`config.mk`:
```
export PLATFORM = sky130hd
export DESIGN_NAME = fire7_squeeze_ofm_writer_flat
export DESIGN_NICKNAME = d
export VERILOG_FILES = /design/src/rtl/fire7_pkg.sv /design/src/rtl/fire7_squeeze_ofm_writer_if.sv /design/src/rtl/fire7_ofm_capture_buf.sv /design/src/rtl/fire7_squeeze_ofm_writer.sv /design/src/flat_wrapper.sv
export SDC_FILE = /design/constraint.sdc
export NUM_CORES = 1
export LEC_CHECK = 0
export CAP_MARGIN = 20
export CORE_AREA = 5 5 408 410
export DETAILED_ROUTE_END_ITERATION = 8
export DIE_AREA = 0 0 413 415
export SYNTH_ARGS = -nofsm -noshare
export SYNTH_HDL_FRONTEND = slang
export SYNTH_SLANG_ARGS = --single-unit
export TNS_END_PERCENT = 20
```
`constraint.sdc`:
```
create_clock -name clk -period 38.6 [get_ports clk]
set_clock_uncertainty 0.1 [all_clocks]
set_input_delay 7.72 -clock clk [delete_from_list [all_inputs] [get_ports clk]]
set_output_delay 7.72 -clock clk [all_outputs]
set_load 0.005 [all_outputs]
```
`src/rtl/fire7_pkg.sv`:
```
// Shared fire7 constants and types: squeeze-layer geometry, RAM write payload, writer FSM states.
package fire7_pkg;

    localparam int unsigned FIRE7_WOUT      = 16;
    localparam int unsigned FIRE7_SQ_CH     = 64;
    localparam int unsigned DATA_W          = 16;
    localparam int unsigned FIRE7_SQ_ADDR_W = 14;
    localparam int unsigned FIRE7_SQ_PIX    = FIRE7_WOUT * FIRE7_WOUT;
    localparam int unsigned FIRE7_PIX_W     = $clog2(FIRE7_SQ_PIX);
    localparam int unsigned FIRE7_CH_W      = $clog2(FIRE7_SQ_CH);
    localparam int unsigned CKSUM_W         = 32;

    typedef logic [DATA_W-1:0] data_t;

    // One RAM write beat: address is {pixel, channel}
    typedef struct packed {
        logic [FIRE7_SQ_ADDR_W-1:0] addr;
        data_t                      data;
    } ram_wr_t;

    typedef enum logic [1:0] {WR_IDLE, WR_DRAIN, WR_DONE} wr_state_t;

endpackage

```
`src/rtl/fire7_squeeze_ofm_writer_if.sv`:
```
// Pixel-capture input and OFM RAM write port of the squeeze writer.
// checksum_o exists only when FIRE7_SQUEEZE_OFM_CHECKSUM_EN is defined.
interface fire7_squeeze_ofm_writer_if;
    import fire7_pkg::*;

    logic                       sample_i;
    data_t                      ofm_i [0:FIRE7_SQ_CH-1];
    logic                       wr_en_o;
    logic [FIRE7_SQ_ADDR_W-1:0] wr_addr_o;
    data_t                      wr_data_o;
    logic                       ram_feedback_o;
    logic                       overrun_o;
    logic                       busy_o;
`ifdef FIRE7_SQUEEZE_OFM_CHECKSUM_EN
    logic [CKSUM_W-1:0]         checksum_o;

    modport master (output sample_i, ofm_i,
                    input  wr_en_o, wr_addr_o, wr_data_o, ram_feedback_o, overrun_o, busy_o,
                           checksum_o);
    modport slave  (input  sample_i, ofm_i,
                    output wr_en_o, wr_addr_o, wr_data_o, ram_feedback_o, overrun_o, busy_o,
                           checksum_o);
`else
    modport master (output sample_i, ofm_i,
                    input  wr_en_o, wr_addr_o, wr_data_o, ram_feedback_o, overrun_o, busy_o);
    modport slave  (input  sample_i, ofm_i,
                    output wr_en_o, wr_addr_o, wr_data_o, ram_feedback_o, overrun_o, busy_o);
`endif

endinterface

```
`src/rtl/fire7_ofm_capture_buf.sv`:
```
// Parallel-load bank holding one pixel's channel outputs, read back one channel at a time.
module fire7_ofm_capture_buf
    import fire7_pkg::*;
(
    input  logic                  clk,
    input  logic                  load_i,
    input  data_t                 d_i [0:FIRE7_SQ_CH-1],
    input  logic [FIRE7_CH_W-1:0] rd_idx_i,
    output data_t                 rd_data_c_o
);

    data_t buf_q [0:FIRE7_SQ_CH-1];

    // Contents are don't-care after reset, so the bank carries no reset
    always_ff @(posedge clk) begin
        if (load_i) begin
            buf_q <= d_i;
        end
    end

    assign rd_data_c_o = buf_q[rd_idx_i];

endmodule

```
`src/rtl/fire7_squeeze_ofm_writer.sv`:
```
// Serialises captured squeeze pixels into the OFM RAM, channel per cycle, pixel-major.
// Optional running checksum of written data under FIRE7_SQUEEZE_OFM_CHECKSUM_EN.
module fire7_squeeze_ofm_writer
    import fire7_pkg::*;
(
    input  logic                       clk,
    input  logic                       rst,
    fire7_squeeze_ofm_writer_if.slave  bus
);

    localparam int unsigned CH_W     = FIRE7_CH_W;
    localparam int unsigned PIX_W    = FIRE7_PIX_W;
    localparam int unsigned LAST_CH  = FIRE7_SQ_CH - 1;
    localparam int unsigned LAST_PIX = FIRE7_SQ_PIX - 1;

    wr_state_t         state_q, state_d;
    logic [CH_W-1:0]   ch_q, ch_d;
    logic [PIX_W-1:0]  pix_q, pix_d;
    ram_wr_t           wr_q, wr_d;
    logic              wr_en_q, wr_en_d;
    logic              fb_q, fb_d;
    logic              ovr_q, ovr_d;

    logic              load_c;
    logic              last_ch_c;
    logic [CH_W-1:0]   ch_inc_c;
    logic [PIX_W-1:0]  pix_inc_c;
    data_t             rd_data_c;

    assign last_ch_c = (ch_q == CH_W'(LAST_CH));
    assign ch_inc_c  = ch_q + CH_W'(1);
    assign pix_inc_c = pix_q + PIX_W'(1);

    fire7_ofm_capture_buf u_buf (
        .clk         (clk),
        .load_i      (load_c),
        .d_i         (bus.ofm_i),
        .rd_idx_i    (ch_inc_c),
        .rd_data_c_o (rd_data_c)
    );

    // ch_q is the channel currently on the write port; a fresh pixel writes ch 0 straight from ofm_i
    always_comb begin
        state_d = state_q;
        ch_d    = ch_q;
        pix_d   = pix_q;
        wr_d    = wr_q;
        wr_en_d = 1'b0;
        fb_d    = fb_q;
        ovr_d   = ovr_q;
        load_c  = 1'b0;

        case (state_q)
            WR_IDLE: begin
                if (bus.sample_i) begin
                    load_c       = 1'b1;
                    state_d      = WR_DRAIN;
                    ch_d         = '0;
                    wr_en_d      = 1'b1;
                    wr_d.addr    = {pix_q, CH_W'(0)};
                    wr_d.data    = bus.ofm_i[0];
                end
            end
            WR_DRAIN: begin
                if (!last_ch_c) begin
                    ch_d      = ch_inc_c;
                    wr_en_d   = 1'b1;
                    wr_d.addr = {pix_q, ch_inc_c};
                    wr_d.data = rd_data_c;
                    ovr_d     = ovr_q | bus.sample_i;
                end else begin
                    pix_d = pix_inc_c;
                    ch_d  = '0;
                    if (pix_q == PIX_W'(LAST_PIX)) begin
                        state_d = WR_DONE;
                        fb_d    = 1'b1;
                    end else if (bus.sample_i) begin
                        load_c    = 1'b1;
                        wr_en_d   = 1'b1;
                        wr_d.addr = {pix_inc_c, CH_W'(0)};
                        wr_d.data = bus.ofm_i[0];
                    end else begin
                        state_d = WR_IDLE;
                    end
                end
            end
            WR_DONE: begin
            end
            default: begin
                state_d = WR_IDLE;
            end
        endcase
    end

    always_ff @(posedge clk or negedge rst) begin
        if (!rst) begin
            state_q <= WR_IDLE;
            ch_q    <= '0;
            pix_q   <= '0;
            wr_q    <= '0;
            wr_en_q <= 1'b0;
            fb_q    <= 1'b0;
            ovr_q   <= 1'b0;
        end else begin
            state_q <= state_d;
            ch_q    <= ch_d;
            pix_q   <= pix_d;
            wr_q    <= wr_d;
            wr_en_q <= wr_en_d;
            fb_q    <= fb_d;
            ovr_q   <= ovr_d;
        end
    end

    assign bus.wr_en_o        = wr_en_q;
    assign bus.busy_o         = wr_en_q;
    assign bus.wr_addr_o      = wr_q.addr;
    assign bus.wr_data_o      = wr_q.data;
    assign bus.ram_feedback_o = fb_q;
    assign bus.overrun_o      = ovr_q;

`ifdef FIRE7_SQUEEZE_OFM_CHECKSUM_EN
    logic [CKSUM_W-1:0] cks_q;

    // Accumulates the beat on the port; no writes in DONE keeps it frozen there
    always_ff @(posedge clk or negedge rst) begin
        if (!rst) begin
            cks_q <= '0;
        end else if (wr_en_q) begin
            cks_q <= cks_q + CKSUM_W'(wr_q.data);
        end
    end

    assign bus.checksum_o = cks_q;
`endif

endmodule
```
`src/flat_wrapper.sv`:
```
// flat-port wrapper written by rule: the top's interface ports become plain ports
module fire7_squeeze_ofm_writer_flat import fire7_pkg::*;
  (clk, rst, bus_sample_i, bus_ofm_i, bus_wr_en_o, bus_wr_addr_o, bus_wr_data_o, bus_ram_feedback_o, bus_overrun_o, bus_busy_o);
  fire7_squeeze_ofm_writer_if bus_i ();
  input  logic clk;
  input  logic rst;
  input wire logic [$bits(bus_i.sample_i)-1:0] bus_sample_i;
  input wire logic [$bits(bus_i.ofm_i)-1:0] bus_ofm_i;
  output wire logic [$bits(bus_i.wr_en_o)-1:0] bus_wr_en_o;
  output wire logic [$bits(bus_i.wr_addr_o)-1:0] bus_wr_addr_o;
  output wire logic [$bits(bus_i.wr_data_o)-1:0] bus_wr_data_o;
  output wire logic [$bits(bus_i.ram_feedback_o)-1:0] bus_ram_feedback_o;
  output wire logic [$bits(bus_i.overrun_o)-1:0] bus_overrun_o;
  output wire logic [$bits(bus_i.busy_o)-1:0] bus_busy_o;
  assign bus_i.sample_i = bus_sample_i;
  assign bus_i.ofm_i = {>>{bus_ofm_i}};
  assign bus_wr_en_o = bus_i.wr_en_o;
  assign bus_wr_addr_o = bus_i.wr_addr_o;
  assign bus_wr_data_o = bus_i.wr_data_o;
  assign bus_ram_feedback_o = bus_i.ram_feedback_o;
  assign bus_overrun_o = bus_i.overrun_o;
  assign bus_busy_o = bus_i.busy_o;
  fire7_squeeze_ofm_writer u_core (.clk(clk), .rst(rst), .bus(bus_i));
endmodule
```
Word-level counts from Yosys, hierarchy flattened
Index checks and enable logic that the tools add are counted.

word-level totals
  bits in latches = 0
  output and inout bits = 34
  memory bits (writable) = 0
  memory bits (read-only) = 0
  memories = 0
  input port bits = 1027
  bits in registers = 1073
  logic and storage cells = 118

cells by class
  shift-type cells = 0
  eq/ne operators = 9
  $lt $le $gt $ge = 1
  muxes and demuxes = 22
  $add $sub $neg = 2
  divide/modulo/power cells = 0
  bitwise logic cells = 4
  reductions and logical operators = 8
  $mul = 0

operator list
  operator                                                                  number
  30-bit 2-to-1 mux                                                         4
  16-bit binary-select mux with 6-bit select                                1
  30-bit one-hot mux with 2 select lines                                    1
  16-bit 2-to-1 mux                                                         2
  6-bit 2-to-1 mux                                                          2
  6-bit one-hot mux with 2 select lines                                     1
  8-bit by 1-bit adder with 8-bit output (second input constant)            1
  8-bit == test (second input constant)                                     1
  2-bit 2-to-1 mux                                                          4
  4-bit AND reduction                                                       2
  7-bit greater-or-equal comparator (second input constant)                 1
  6-bit inverter with 7-bit output                                          1
  6-bit by 1-bit adder with 6-bit output (second input constant)            1
  6-bit == test (second input constant)                                     1
  3-bit inequality test (second input constant)                             2
  2-bit one-hot mux with 3 select lines                                     1
  2-bit AND reduction                                                       3
  1-bit 2-to-1 mux                                                          4
  1-bit one-hot mux with 2 select lines                                     2
  3-bit by 2-bit inequality test with 1-bit output (second input constant)  1
  3-bit AND reduction                                                       1
  2-bit by 1-bit == test with 1-bit output (second input constant)          1
  2-bit == test (second input constant)                                     1
  2-bit logical NOT                                                         1
  5 further kinds                                                           6

Longest topological paths before layout
  depth after elaboration = 7
  gate-level depth with buffers = 11
  mapped depth without buffers = 9

Cells and area by module
A second synthesis with hierarchy kept.

unflattened totals
  cells, all modules = 1887
  area total of the unflattened synthesis = 41626.2 um^2

by module, submodules not included
  module                    seq. area each (um^2)  area each (um^2)  cells each  times used
  fire7_ofm_capture_buf     30749.5                39292.7           1716        1
  fire7_squeeze_ofm_writer  1226.2                 2333.5            171         1

Worst setup path before layout
Ideal clock, no wire load.

  path kind = input port to flip-flop
  from = input port bus_sample_i
  to = register u_core.wr_q, in the netlist u_core.bus.wr_data_o[10]
  stages = 4
  arrival = 37.642 ns
  path slack = 0.686 ns
  buffers on the path = 0
  library setup time = 0.172 ns
  path through = nand2_1 > a21oi_2 > a22oi_1 > nand3_1

between the ends
  cells in the longest elaborated chain, start to end = 2
  elaborated cells on any way between the ends = 3

RTL lines
  element                                                                          RTL line                         source
  from (decl)                                                                      flat_wrapper.sv:7                input wire logic [$bits(bus_i.sample_i)-1:0] bus_sample_i;
  3-bit inequality test (no source line) or 2-bit inequality test (tied branches)  -
  4-bit AND reduction (no source line) (*)                                         -
  to (signal assigned)                                                             fire7_squeeze_ofm_writer.sv:108  wr_q <= wr_d;
  to (decl)                                                                        fire7_squeeze_ofm_writer.sv:19   ram_wr_t wr_q, wr_d;

Every way passes the cells marked *; elsewhere a longest branch is shown, timed or not.
A chain may end at the register's enable or synchronous reset.

Worst setup path after layout
  from = input port bus_sample_i
  to = register u_core.u_buf.buf_q[55] in the netlist's numbering, enable pin

between the ends
  cells in the longest elaborated chain, start to end = 4

RTL lines
  element                                    RTL line                                                        source
  1-bit 2-to-1 mux (*)                       fire7_squeeze_ofm_writer.sv:55, fire7_squeeze_ofm_writer.sv:77
  1-bit 2-to-1 mux                           fire7_squeeze_ofm_writer.sv:74                                  if (pix_q == PIX_W'(LAST_PIX)) begin
  1-bit 2-to-1 mux                           fire7_squeeze_ofm_writer.sv:65                                  if (!last_ch_c) begin
  1-bit one-hot mux with 2 select lines (*)  fire7_squeeze_ofm_writer.sv:53                                  case (state_q)
  net u_core.load_c                          fire7_squeeze_ofm_writer.sv:24                                  logic load_c;
  to (signal assigned)                       fire7_ofm_capture_buf.sv:17                                     buf_q <= d_i;
  to (decl)                                  fire7_ofm_capture_buf.sv:12                                     data_t buf_q [0:FIRE7_SQ_CH-1];

Mark *: on every way through the listed nets, which the timed path passes. The rest lies on a longest branch.

==> flow_metrics.py <==
metrics = {
    "synth": {
        "yosys.area.top_type": "edfxtp_1",
        "synth_cell_types": 56,
        "synth-edff-count": 1024,
        "syn_inst": 1981,
        "synthArstFlopShare": 0.0457,
        "syn_avg_cell_area_um2": 20.8,
        "synth_nets": 3010,
        "seq_area_frac_synth": 0.774,
        "syn-cell-area_um2": 41300,
        "synthFlopType": "edfxtp_1",
        "synth_warnings": 0,
        "synth_most_common_cell": "edfxtp_1",
        "synth.area.top_cells": "edfxtp_1 (74%), mux4_2 (14%), dfrtp_1 (3.0%)",
        "synthTopCellsByCount": "edfxtp_1 (1024), mux4_2 (256), nand2_1 (240)",
        "ys_ff_latch": 1073,
        "synth.top_cell.area_share": 0.745,
    },
    "global_route": {
        "grt_use_total": 0.175,
        "antenna_found_initial": 35,
        "grt.met1_usage": 0.219,
        "grt_pass1_wl_mm": 208,
        "first_global_vias": 25900,
        "grtUsageMet2": 0.298,
        "grt_start_max_net_pins": 82,
        "grt.busiest_layer": "met2",
        "grt_overflow": 0,
        "grt_use_met3": 0.0503,
    },
    "clocking": {
        "cts_setup_buffers": 0,
        "cts_buffer_depth": 3,
        "post_cts_resized": 0,
        "cts-root-buf": "clkbuf_16",
        "htreeDepth": 3,
        "cts_tree": "built",
        "hold_buffers": 0,
        "cts_made_buffers": 114,
        "clkLatencyLatePin_ns": 0.71,
        "clkSlewWorstSetupHoldPaths_ns": 0.06,
        "clock_sink_count": 1073,
    },
    "placement": {
        "port_buffers": 1060,
        "pre_cts_slack_ns": 23.51,
        "dp_hpwl_mm": 119,
        "place_congestion": 0.832,
        "place_area_um2": 54500,
        "dp_cells": 5154,
    },
    "cells_and_area": {
        "final.fill_count": 15200,
        "fin_cells": 5385,
        "design_area_um2": 58300,
        "nNetsFinal": 4124,
        "drive_gt1_frac": 0.151,
        "multi_input_area_um2": 8770,
        "seqCellArea_um2": 32000,
        "area_growth_syn_to_layout_pct": 41.1,
    },
    "setup_path": {
        "cp_data_required_time_ns": 38.83,
        "critPathArrivalTime_ns": 14.56,
        "critPathCapture": "u_core.u_buf.buf_q[55]$_DFFE_PP_",
        "rr_worst_depth": 11,
        "rr_startpoint": "u_core.ch_q[0]$_DFFE_PN0P_",
        "reg2reg_slack_ns": 30.28,
        "setup.worst_path.end_class": "flop",
        "critPathLaunch": "bus_sample_i",
        "crit_type": "in -> reg",
        "start_kind": "input port",
        "r2r_end": "u_core.u_buf.buf_q[55]$_DFFE_PP_",
        "cp_max_fo": 81,
    },
    "die": {
        "dieArea_um2": 171000,
        "ios": 1061,
        "die_h_um": 415,
        "die_w_um": 413,
        "initial_core_util": 0.255,
        "rows": 148,
        "core_area_um2": 162000,
    },
    "power_and_ir_drop": {
        "clkPwrFrac": 0.281,
        "seqPwrFrac": 0.344,
        "internal_power_mw": 2.56,
        "power.leakage_nw": 18.9,
        "vdd_drop_max_v": 0.0000500,
        "swShare": 0.351,
        "p_switching_mw": 1.39,
        "power_density_nw_per_um2": 67.8,
        "combPwrFrac": 0.376,
    },
    "run_status": {
        "outcome": "finished clean",
    },
    "sta": {
        "fin_ws_ns": 24.27,
        "setup-tns-final_ns": 0,
        "max_freq_ghz": 0.0698,
        "min_period_over_period": 0.371,
        "hold_violations": 0,
        "worstMarginPinSlew_ns": 1.04,
        "setup_viol": 0,
        "rsz0062_at_grt": "no",
        "slew_viol_final": 0,
        "post-route-min-period_ns": 14.33,
        "holdWs_ns": 0.375,
        "relSlewSlack": 0.309,
    },
    "drt": {
        "drtPass1Iterations": 5,
        "wl_mm": 156,
        "drc_errors": 0,
        "drt_iter0_drc": 2604,
        "wl_per_cell_um": 28.9,
        "viasPerCell": 4.52,
        "ant_nets": 0,
        "vias": 24300,
    },
    "hold_path": {
        "hold_class": "reg -> reg",
        "worstHoldStart": "u_core.bus.ram_feedback_o$_DFFE_PN0P_",
    },
    "flow_run": {
        "max-cap-violations": 0,
    },
}
worst min-delay path by stage:
stage	end	slack [ns]	depth (start not counted)
5_1_grt	u_core.bus.wr_addr_o[4]$_DFFE_PN0P_	0.39	1
2_1_floorplan	u_core.bus.overrun_o$_DFFE_PN0P_	0.35	1
3_5_place_dp	u_core.bus.ram_feedback_o$_DFFE_PN0P_	0.36	1
3_3_place_gp	u_core.bus.ram_feedback_o$_DFFE_PN0P_	0.36	1
4_1_cts	u_core.bus.ram_feedback_o$_DFFE_PN0P_	0.38	1
6_report	u_core.bus.ram_feedback_o$_DFFE_PN0P_	0.37	1
through the flow:
stage | util | total power [mW]
final | 0.360 | 3.95
after global routing | 0.360 | 4.13
after CTS | 0.359 | 4.02
after detailed placement | 0.336 | 2.91
after global placement | 0.336 | 2.91
after floorplan | - | 2.26
kinds of logic (layout without fill, tap and decap cells):
logic type,after synthesis,count (layout),synth area share
DFF,1073,1073,0.774
and+or+nand+nor,408,408,0.0443
muxes,275,275,0.144
buffers and inverters,114,1324,0.0151
AOI/OAI and AO/OA,95,95,0.0175
xor gates and xnor gates,14,14,0.00388
adders and majority gates,2,2,0.000606
other,0,19,0
sequential cells by signal, indices dropped and copies added, names as in the netlist:
signal / flops
u_core.u_buf.buf_q: 1024
u_core.bus.busy_o: 1
u_core.bus.overrun_o: 1
u_core.pix_q: 8
u_core.ch_q: 6
u_core.bus.wr_addr_o: 14
u_core.bus.wr_data_o: 16
u_core.state_q: 2
u_core.bus.ram_feedback_o: 1
layer usage:
metal / routed length (um) / vias up
met5: 122 / -
met4: 3320 / 18
met3: 13500 / 178
met2: 77900 / 1155
met1: 60700 / 12600
li1: - / 10400
area by class of cell:
class / count / area share
diodes: 19 / 0.000816
clock buffers: 139 / 0.0511
clock inverters: 73 / 0.0132
inverters: 7 / 0.000451
multi-input cells: 794 / 0.151
flip-flops and latches: 1073 / 0.549
well taps: 2175 / 0.0467
repair buffers: 1105 / 0.188
worst max-delay path, stage by stage:
cell and delay [ns]:
clkdlybuf4s50_1 0.70, nand2_1 0.16, a21oi_4 0.69, buf_4 0.92, buf_4 0.76, buf_4 0.88, buf_4 0.72, buf_4 0.81
buf_4 0.86
power by group through the flow:
stage,registers (mW),logic [mW],clock network [mW]
finish,1.36,1.48,1.11
detailed placement,1.38,1.53,0
global route,1.36,1.59,1.18
floorplan,1.39,0.863,0
global placement,1.38,1.53,0
CTS,1.36,1.53,1.13
cells in the final DEF, fill, tap and decap left out, types with 15 or more instances in the layout:
cell             count
clkdlybuf4s50_1   1059
edfxtp_1          1024
mux4_2             256
nand2_1            239
clkbuf_16          115
nand3_1             69
dfrtp_1             48
buf_4               44
nand4_1             42
clkinv_1            30
nor2_1              28
clkbuf_1            23
diode_2             19
clkinv_2            17
o21ai_0             16
mux2i_1             16
a32oi_1             16
bufinv_16           15
No activity file was read; power rests on OpenSTA's default activity.
